--- src/rtl/io_responder_if.sv ---
// io_responder bus bundle: CPU request/ack ports plus
// the device-side TX/RX stream ports and occupancy.
interface io_responder_if #(
    parameter int WIDTH = 16,
    parameter int DEPTH = 8
);
    localparam int CW = $clog2(DEPTH) + 1;

    logic             out_req;
    logic [WIDTH-1:0] out_data;
    logic             out_ack;

    logic             inp_req;
    logic [WIDTH-1:0] inp_data;
    logic             inp_ack;

    logic             tx_valid;
    logic [WIDTH-1:0] tx_data;
    logic             tx_ready;

    logic             rx_valid;
    logic [WIDTH-1:0] rx_data;
    logic             rx_ready;

    logic [CW-1:0]    tx_count;
    logic [CW-1:0]    rx_count;

    modport slave (
        input  out_req,
        input  out_data,
        output out_ack,
        input  inp_req,
        output inp_data,
        output inp_ack,
        output tx_valid,
        output tx_data,
        input  tx_ready,
        input  rx_valid,
        input  rx_data,
        output rx_ready,
        output tx_count,
        output rx_count
    );

    modport master (
        output out_req,
        output out_data,
        input  out_ack,
        output inp_req,
        input  inp_data,
        input  inp_ack,
        input  tx_valid,
        input  tx_data,
        output tx_ready,
        output rx_valid,
        output rx_data,
        input  rx_ready,
        input  tx_count,
        input  rx_count
    );
endinterface

--- src/rtl/io_responder.sv ---
// io_responder: CPU I/O req/ack responder with TX/RX FIFOs.
// Optional TX->RX loopback when IO_RESP_LOOPBACK_EN is defined.
module io_responder #(
    parameter int WIDTH = 16,
    parameter int DEPTH = 8
) (
    input logic clk,
    input logic rst_b,
`ifdef IO_RESP_LOOPBACK_EN
    input logic loopback,
`endif
    io_responder_if.slave bus
);
    localparam int AW = $clog2(DEPTH);
    localparam int CW = AW + 1;
    localparam logic [CW-1:0] FULL = CW'(DEPTH);

    typedef enum logic [1:0] {
        O_IDLE,
        O_ACK,
        O_WAIT
    } o_state_t;

    typedef enum logic [1:0] {
        I_IDLE,
        I_ACK,
        I_WAIT
    } i_state_t;

    o_state_t o_state;
    i_state_t i_state;

    logic [WIDTH-1:0] tx_mem [DEPTH];
    logic [WIDTH-1:0] rx_mem [DEPTH];

    logic [AW-1:0] tx_wptr;
    logic [AW-1:0] tx_rptr;
    logic [AW-1:0] rx_wptr;
    logic [AW-1:0] rx_rptr;
    logic [CW-1:0] tx_cnt;
    logic [CW-1:0] rx_cnt;

    logic             out_ack_q;
    logic             inp_ack_q;
    logic [WIDTH-1:0] inp_data_q;

    logic             tx_nempty;
    logic             tx_nfull;
    logic             rx_nempty;
    logic             rx_nfull;
    logic             tx_push;
    logic             tx_pop;
    logic             rx_push;
    logic             rx_pop;
    logic [WIDTH-1:0] tx_head;
    logic [WIDTH-1:0] rx_head;
    logic [WIDTH-1:0] rx_wdata;

    // Full/empty decisions all use the pre-edge counts.
    assign tx_nempty = (tx_cnt != '0);
    assign tx_nfull  = (tx_cnt != FULL);
    assign rx_nempty = (rx_cnt != '0);
    assign rx_nfull  = (rx_cnt != FULL);

    assign tx_head = tx_mem[tx_rptr];
    assign rx_head = rx_mem[rx_rptr];

    // CPU-side transfers are only taken from the idle states.
    assign tx_push = (o_state == O_IDLE)
                   && bus.out_req
                   && tx_nfull;
    assign rx_pop  = (i_state == I_IDLE)
                   && bus.inp_req
                   && rx_nempty;

`ifdef IO_RESP_LOOPBACK_EN
    logic lb_xfer;

    assign lb_xfer = tx_nempty && rx_nfull;

    assign tx_pop = loopback
                  ? lb_xfer
                  : (tx_nempty && bus.tx_ready);
    assign rx_push = loopback
                   ? lb_xfer
                   : (rx_nfull && bus.rx_valid);
    assign rx_wdata = loopback ? tx_head : bus.rx_data;

    assign bus.tx_valid = tx_nempty && !loopback;
    assign bus.rx_ready = rx_nfull && !loopback;
`else
    assign tx_pop   = tx_nempty && bus.tx_ready;
    assign rx_push  = rx_nfull && bus.rx_valid;
    assign rx_wdata = bus.rx_data;

    assign bus.tx_valid = tx_nempty;
    assign bus.rx_ready = rx_nfull;
`endif

    assign bus.tx_data  = tx_head;
    assign bus.tx_count = tx_cnt;
    assign bus.rx_count = rx_cnt;
    assign bus.out_ack  = out_ack_q;
    assign bus.inp_ack  = inp_ack_q;
    assign bus.inp_data = inp_data_q;

    // TX storage write; contents are not cleared on reset.
    always_ff @(posedge clk) begin
        if (tx_push) begin
            tx_mem[tx_wptr] <= bus.out_data;
        end
    end

    // RX storage write; contents are not cleared on reset.
    always_ff @(posedge clk) begin
        if (rx_push) begin
            rx_mem[rx_wptr] <= rx_wdata;
        end
    end

    // TX pointers and occupancy; pointers wrap modulo DEPTH.
    always_ff @(posedge clk or posedge rst_b) begin
        if (rst_b) begin
            tx_wptr <= '0;
            tx_rptr <= '0;
            tx_cnt  <= '0;
        end else begin
            if (tx_push) begin
                tx_wptr <= tx_wptr + 1'b1;
            end
            if (tx_pop) begin
                tx_rptr <= tx_rptr + 1'b1;
            end
            unique case ({tx_push, tx_pop})
                2'b10:   tx_cnt <= tx_cnt + 1'b1;
                2'b01:   tx_cnt <= tx_cnt - 1'b1;
                default: tx_cnt <= tx_cnt;
            endcase
        end
    end

    // RX pointers and occupancy; pointers wrap modulo DEPTH.
    always_ff @(posedge clk or posedge rst_b) begin
        if (rst_b) begin
            rx_wptr <= '0;
            rx_rptr <= '0;
            rx_cnt  <= '0;
        end else begin
            if (rx_push) begin
                rx_wptr <= rx_wptr + 1'b1;
            end
            if (rx_pop) begin
                rx_rptr <= rx_rptr + 1'b1;
            end
            unique case ({rx_push, rx_pop})
                2'b10:   rx_cnt <= rx_cnt + 1'b1;
                2'b01:   rx_cnt <= rx_cnt - 1'b1;
                default: rx_cnt <= rx_cnt;
            endcase
        end
    end

    // Output FSM: one TX push and one ack pulse per request.
    always_ff @(posedge clk or posedge rst_b) begin
        if (rst_b) begin
            o_state   <= O_IDLE;
            out_ack_q <= 1'b0;
        end else begin
            out_ack_q <= 1'b0;
            unique case (o_state)
                O_IDLE: begin
                    if (tx_push) begin
                        o_state   <= O_ACK;
                        out_ack_q <= 1'b1;
                    end
                end
                O_ACK: begin
                    o_state <= O_WAIT;
                end
                O_WAIT: begin
                    if (!bus.out_req) begin
                        o_state <= O_IDLE;
                    end
                end
                default: begin
                    o_state <= O_IDLE;
                end
            endcase
        end
    end

    // Input FSM: one RX pop per request, word held until next pop.
    always_ff @(posedge clk or posedge rst_b) begin
        if (rst_b) begin
            i_state    <= I_IDLE;
            inp_ack_q  <= 1'b0;
            inp_data_q <= '0;
        end else begin
            inp_ack_q <= 1'b0;
            unique case (i_state)
                I_IDLE: begin
                    if (rx_pop) begin
                        i_state    <= I_ACK;
                        inp_ack_q  <= 1'b1;
                        inp_data_q <= rx_head;
                    end
                end
                I_ACK: begin
                    i_state <= I_WAIT;
                end
                I_WAIT: begin
                    if (!bus.inp_req) begin
                        i_state <= I_IDLE;
                    end
                end
                default: begin
                    i_state <= I_IDLE;
                end
            endcase
        end
    end
endmodule

--- src/flat_wrapper.sv ---
// flat-port wrapper written by rule: the top's interface ports become plain ports
module io_responder_flat 
#(
    parameter int WIDTH = 16,
    parameter int DEPTH = 8
)
  (clk, rst_b, bus_out_req, bus_out_data, bus_out_ack, bus_inp_req, bus_inp_data, bus_inp_ack, bus_tx_valid, bus_tx_data, bus_tx_ready, bus_rx_valid, bus_rx_data, bus_rx_ready, bus_tx_count, bus_rx_count);
  io_responder_if #(.WIDTH(WIDTH), .DEPTH(DEPTH)) bus_i ();
  input logic clk;
  input logic rst_b;
  input wire logic [$bits(bus_i.out_req)-1:0] bus_out_req;
  input wire logic [$bits(bus_i.out_data)-1:0] bus_out_data;
  output wire logic [$bits(bus_i.out_ack)-1:0] bus_out_ack;
  input wire logic [$bits(bus_i.inp_req)-1:0] bus_inp_req;
  output wire logic [$bits(bus_i.inp_data)-1:0] bus_inp_data;
  output wire logic [$bits(bus_i.inp_ack)-1:0] bus_inp_ack;
  output wire logic [$bits(bus_i.tx_valid)-1:0] bus_tx_valid;
  output wire logic [$bits(bus_i.tx_data)-1:0] bus_tx_data;
  input wire logic [$bits(bus_i.tx_ready)-1:0] bus_tx_ready;
  input wire logic [$bits(bus_i.rx_valid)-1:0] bus_rx_valid;
  input wire logic [$bits(bus_i.rx_data)-1:0] bus_rx_data;
  output wire logic [$bits(bus_i.rx_ready)-1:0] bus_rx_ready;
  output wire logic [$bits(bus_i.tx_count)-1:0] bus_tx_count;
  output wire logic [$bits(bus_i.rx_count)-1:0] bus_rx_count;
  assign bus_i.out_req = bus_out_req;
  assign bus_i.out_data = bus_out_data;
  assign bus_out_ack = bus_i.out_ack;
  assign bus_i.inp_req = bus_inp_req;
  assign bus_inp_data = bus_i.inp_data;
  assign bus_inp_ack = bus_i.inp_ack;
  assign bus_tx_valid = bus_i.tx_valid;
  assign bus_tx_data = bus_i.tx_data;
  assign bus_i.tx_ready = bus_tx_ready;
  assign bus_i.rx_valid = bus_rx_valid;
  assign bus_i.rx_data = bus_rx_data;
  assign bus_rx_ready = bus_i.rx_ready;
  assign bus_tx_count = bus_i.tx_count;
  assign bus_rx_count = bus_i.rx_count;
  io_responder #(.WIDTH(WIDTH), .DEPTH(DEPTH)) u_core (.clk(clk), .rst_b(rst_b), .bus(bus_i));
endmodule
--- config.mk ---
export PLATFORM = sky130hd
export DESIGN_NAME = io_responder_flat
export DESIGN_NICKNAME = d
export VERILOG_FILES = /design/src/rtl/io_responder_if.sv /design/src/rtl/io_responder.sv /design/src/flat_wrapper.sv
export SDC_FILE = /design/constraint.sdc
export NUM_CORES = 1
export LEC_CHECK = 0
export ABC_CLOCK_PERIOD_IN_PS = 6300
export BUFFER_PORTS_ARGS = -buffer_cell sky130_fd_sc_hd__buf_2
export CAP_MARGIN = 20
export CORE_MARGIN = 1.5
export CORE_UTILIZATION = 25
export CTS_CLUSTER_DIAMETER = 50
export DETAILED_ROUTE_END_ITERATION = 10
export GPL_TIMING_DRIVEN = 0
export PLACE_DENSITY = 0.38
export SLEW_MARGIN = 20
export SYNTH_ARGS = -nofsm -noshare
export SYNTH_HDL_FRONTEND = slang
export SYNTH_SLANG_ARGS = --single-unit
--- constraint.sdc ---
create_clock -name clk -period 6.3 [get_ports clk]
set_clock_uncertainty 0.05 [all_clocks]
set_input_delay 1.26 -clock clk [delete_from_list [all_inputs] [get_ports clk]]
set_output_delay 1.26 -clock clk [all_outputs]
set_load 0.1 [all_outputs]
==> results by group <==
Outcome
  • Run status: complete, no violations

Logic synthesis
  • Yosys Warn Count: 0
  • Cell variety after synth: 39
  • Flops & latches, synth: 298
  • Average cell area after synthesis: 20.9 µm²
  • Post-Syn Instances: 560
  • Syn nets: 609
  • Register area share after synthesis: 74.7%
  • Synth Cell Area: 11700 µm²

Die
  • Rows: 79
  • Die W: roughly 220 µm
  • Num ports: 82
  • Die ar.: 48100 µm²
  • Starting Density: 25.2%
  • Die Span Y: 219 µm
  • Core area: 46400 µm²

Final layout
  • Final Net Count: 750
  • Commonest cells after routing, fill and taps aside: edfxtp_1 (256), buf_2 (88), dfrtp_1 (42), clkbuf_16 (41), mux4_2 (36)
  • Fillers: about 4500
  • Layout cell share with drive strength beyond 1: between 30% and 40%
  • Area added between synthesis and finish: 23.3%
  • Commonest non-fill, non-tap cell in the layout: edfxtp_1

Critical path
  • Crit Path Max Fanout: 10
  • WS Path Type: flop to output pin
  • Req. time, crit path: 4.99 ns
  • Crit start category: flop
  • Worst setup EP type: output pin
  • WP data arrival: 2.83 ns
  • Reg2Reg Setup Slack: around 3.5 ns

CTS
  • H-tree levels: 2
  • CTS tree: yes
  • Cts bufs inserted: 40
  • Max Buffers Root-to-Sink: 3
  • CTS Sinks: 298
  • CTS Root Buffer Type: clkbuf_16
  • Post-cts resize count: 0
  • Post CTS Setup Buffer Count: 0
  • Hold Buf Count CTS: 0
  • Insertion delay to the later sink of the worst-skew pair: around 0.54 ns
  • Clock transition at path regs: 0.05 ns

STA
  • Hold Slack: 0.426 ns
  • Fmax: 0.242 GHz
  • Crit share post-route: 65.7%
  • Unrepaired setup endpoints after global routing: false
  • Post-Route Setup TNS: 0 ns
  • Final Hold Vio Count: 0
  • Final setup vio count: 0
  • Tmin final: 4.14 ns
  • Slew @ Worst Pin: 0.903 ns
  • Relative slew slack: 39.8%
  • Slew Limit Fails: 0

Detailed routing
  • Antenna viol nets, final: 0
  • First-pass DRT Iterations: 4
  • Routed len/inst: 19.7 µm
  • Initial DRC count: 202
  • Number of remaining DRC errors: 0
  • Vias per Instance: 4.25
  • Vias: 5684
  • Drt total wl: 26400 µm

GRT
  • Antenna violations before repair: 3
  • Global-route wire length before repair: 39500 µm
  • Pin count of the biggest net entering global routing: 17
  • Vias in the first global route: 6181
  • Global-route usage over all layers: 11.4%
  • GR Overflow Total: 0

Run
  • Max cap viols: 0

Place
  • DP Wirelength: 17400 µm
  • RePlAce Congestion: 0.679
  • Port Buf Inserts: 81

Min path
  • HP Class: flop to flop
-- metal layers --
metal / share of wire [%] / GRT usage [%] / routed length (µm)
met3: 4.5 / 2.84 / 1200
met4: 2.5 / 4.25 / 648
met5: 0.087 / 0 / 23
met1: 42 / 13.4 / 11000
met2: 51 / 19.9 / 13600
-- cell families (layout without fill, tap and decap cells) --
logic type / Yosys count / in the layout / share of synthesized area [%]
flops: 298 / 298 / 74.7
mux: 103 / 103 / 16.8
simple gates: 73 / 73 / 3.16
buf+inv: 35 / 205 / 1.69
compound gates: 26 / 26 / 1.36
xor+xnor: 14 / 14 / 1.05
fa+ha+maj: 11 / 11 / 1.24
other cells: 0 / 1 / 0
-- worst max-delay path: stages, from the launching register on --
cell	delay (ns)
dfrtp_1	0.34
clkbuf_1	0.29
clkbuf_1	0.62
mux4_2	0.41
mux2_2	0.32
buf_2	0.30
-- state kept, by name (all words and copies together), names as in the netlist --
register             cells
u_core.bus.inp_ack       1
u_core.bus.inp_data     16
u_core.bus.out_ack       1
u_core.bus.rx_count      4
u_core.bus.tx_count      4
u_core.i_state           2
u_core.o_state           2
u_core.rx_mem          128
u_core.rx_rptr           3
u_core.rx_wptr           3
u_core.tx_mem          128
u_core.tx_rptr           3
u_core.tx_wptr           3
-- area by class of cell --
type	count	area [µm²]	share of cell area, %
Buffer	25	160	1.11
Multi-Input combinational cell	227	2860	19.8
Clock buffer	49	1070	7.40
Tap cell	607	759	5.27
Timing Repair Buffer	99	614	4.26
Sequential cell	298	8740	60.6
Antenna cell	1	2.50	0.0174
Clock inverter	22	179	1.24
Inverter	10	37.5	0.260
-- cell usage after synthesis --
master / count / area, µm²
a2111oi_0: 1 / 8.76
a211oi_1: 1 / 7.51
a211oi_4: 1 / 20.0
a21o_1: 1 / 7.51
a21oi_1: 2 / 10.0
a32oi_1: 1 / 8.76
buf_1: 3 / 11.3
buf_2: 7 / 35.0
buf_4: 3 / 22.5
buf_6: 6 / 67.6
clkbuf_1: 5 / 18.8
clkbuf_2: 1 / 5.00
dfrtp_1: 42 / 1050
edfxtp_1: 256 / 7690
fa_1: 1 / 20.0
ha_1: 10 / 125
inv_1: 9 / 33.8
inv_2: 1 / 3.75
mux2_2: 20 / 225
mux2i_1: 19 / 190
mux4_1: 28 / 736
mux4_2: 36 / 811
nand2_1: 33 / 124
nand2b_1: 6 / 37.5
nand3_1: 5 / 25.0
nand3_4: 1 / 17.5
nand4b_1: 1 / 8.76
nor2_1: 12 / 45.0
nor3_1: 5 / 25.0
nor3_2: 1 / 10.0
nor3b_1: 5 / 37.5
o21ai_0: 18 / 90.1
o22ai_1: 1 / 6.26
or2_2: 1 / 6.26
or4_1: 1 / 7.51
or4_4: 1 / 11.3
or4b_4: 1 / 13.8
xnor2_1: 9 / 78.8
xor2_1: 5 / 43.8
-- through the flow --
step / util (%) / instances / instance area [µm²] / setup slack (ns)
final: 31.1 / 1338 / 14400 / 2.16
after global routing: 31.1 / 1337 / 14400 / 1.99
after detailed placement: 28.4 / 1266 / 13200 / 2.58
after floorplan: - / 560 / 11700 / 2.59
after CTS: 31.1 / 1337 / 14400 / 2.04
after global placement: 27.7 / 1248 / 12900 / 0.869
-- path summary, 6_finish.rpt --
kind / startpoint / to / cells after the start
setup / recovery: u_core.tx_rptr[1]$_DFFE_PP0P_ / bus_tx_data[14] / 5
hold / removal: u_core.bus.inp_data[11]$_DFFE_PP0P_ / u_core.bus.inp_data[11]$_DFFE_PP0P_ / 2
setup reg to reg: u_core.bus.rx_count[0]$_DFFE_PP0P_ / u_core.bus.rx_count[2]$_DFFE_PP0P_ / 11
hold reg to reg: u_core.bus.inp_data[11]$_DFFE_PP0P_ / u_core.bus.inp_data[11]$_DFFE_PP0P_ / 2
max in group asynchronous: rst_b / u_core.bus.inp_data[3]$_DFFE_PP0P_ / 4
min in group asynchronous: rst_b / u_core.bus.tx_count[0]$_DFFE_PP0P_ / 2
Power is left out: the tool's default activity adds up to more than one toggle a clock period on the data nets, which glitch-free logic cannot reach.
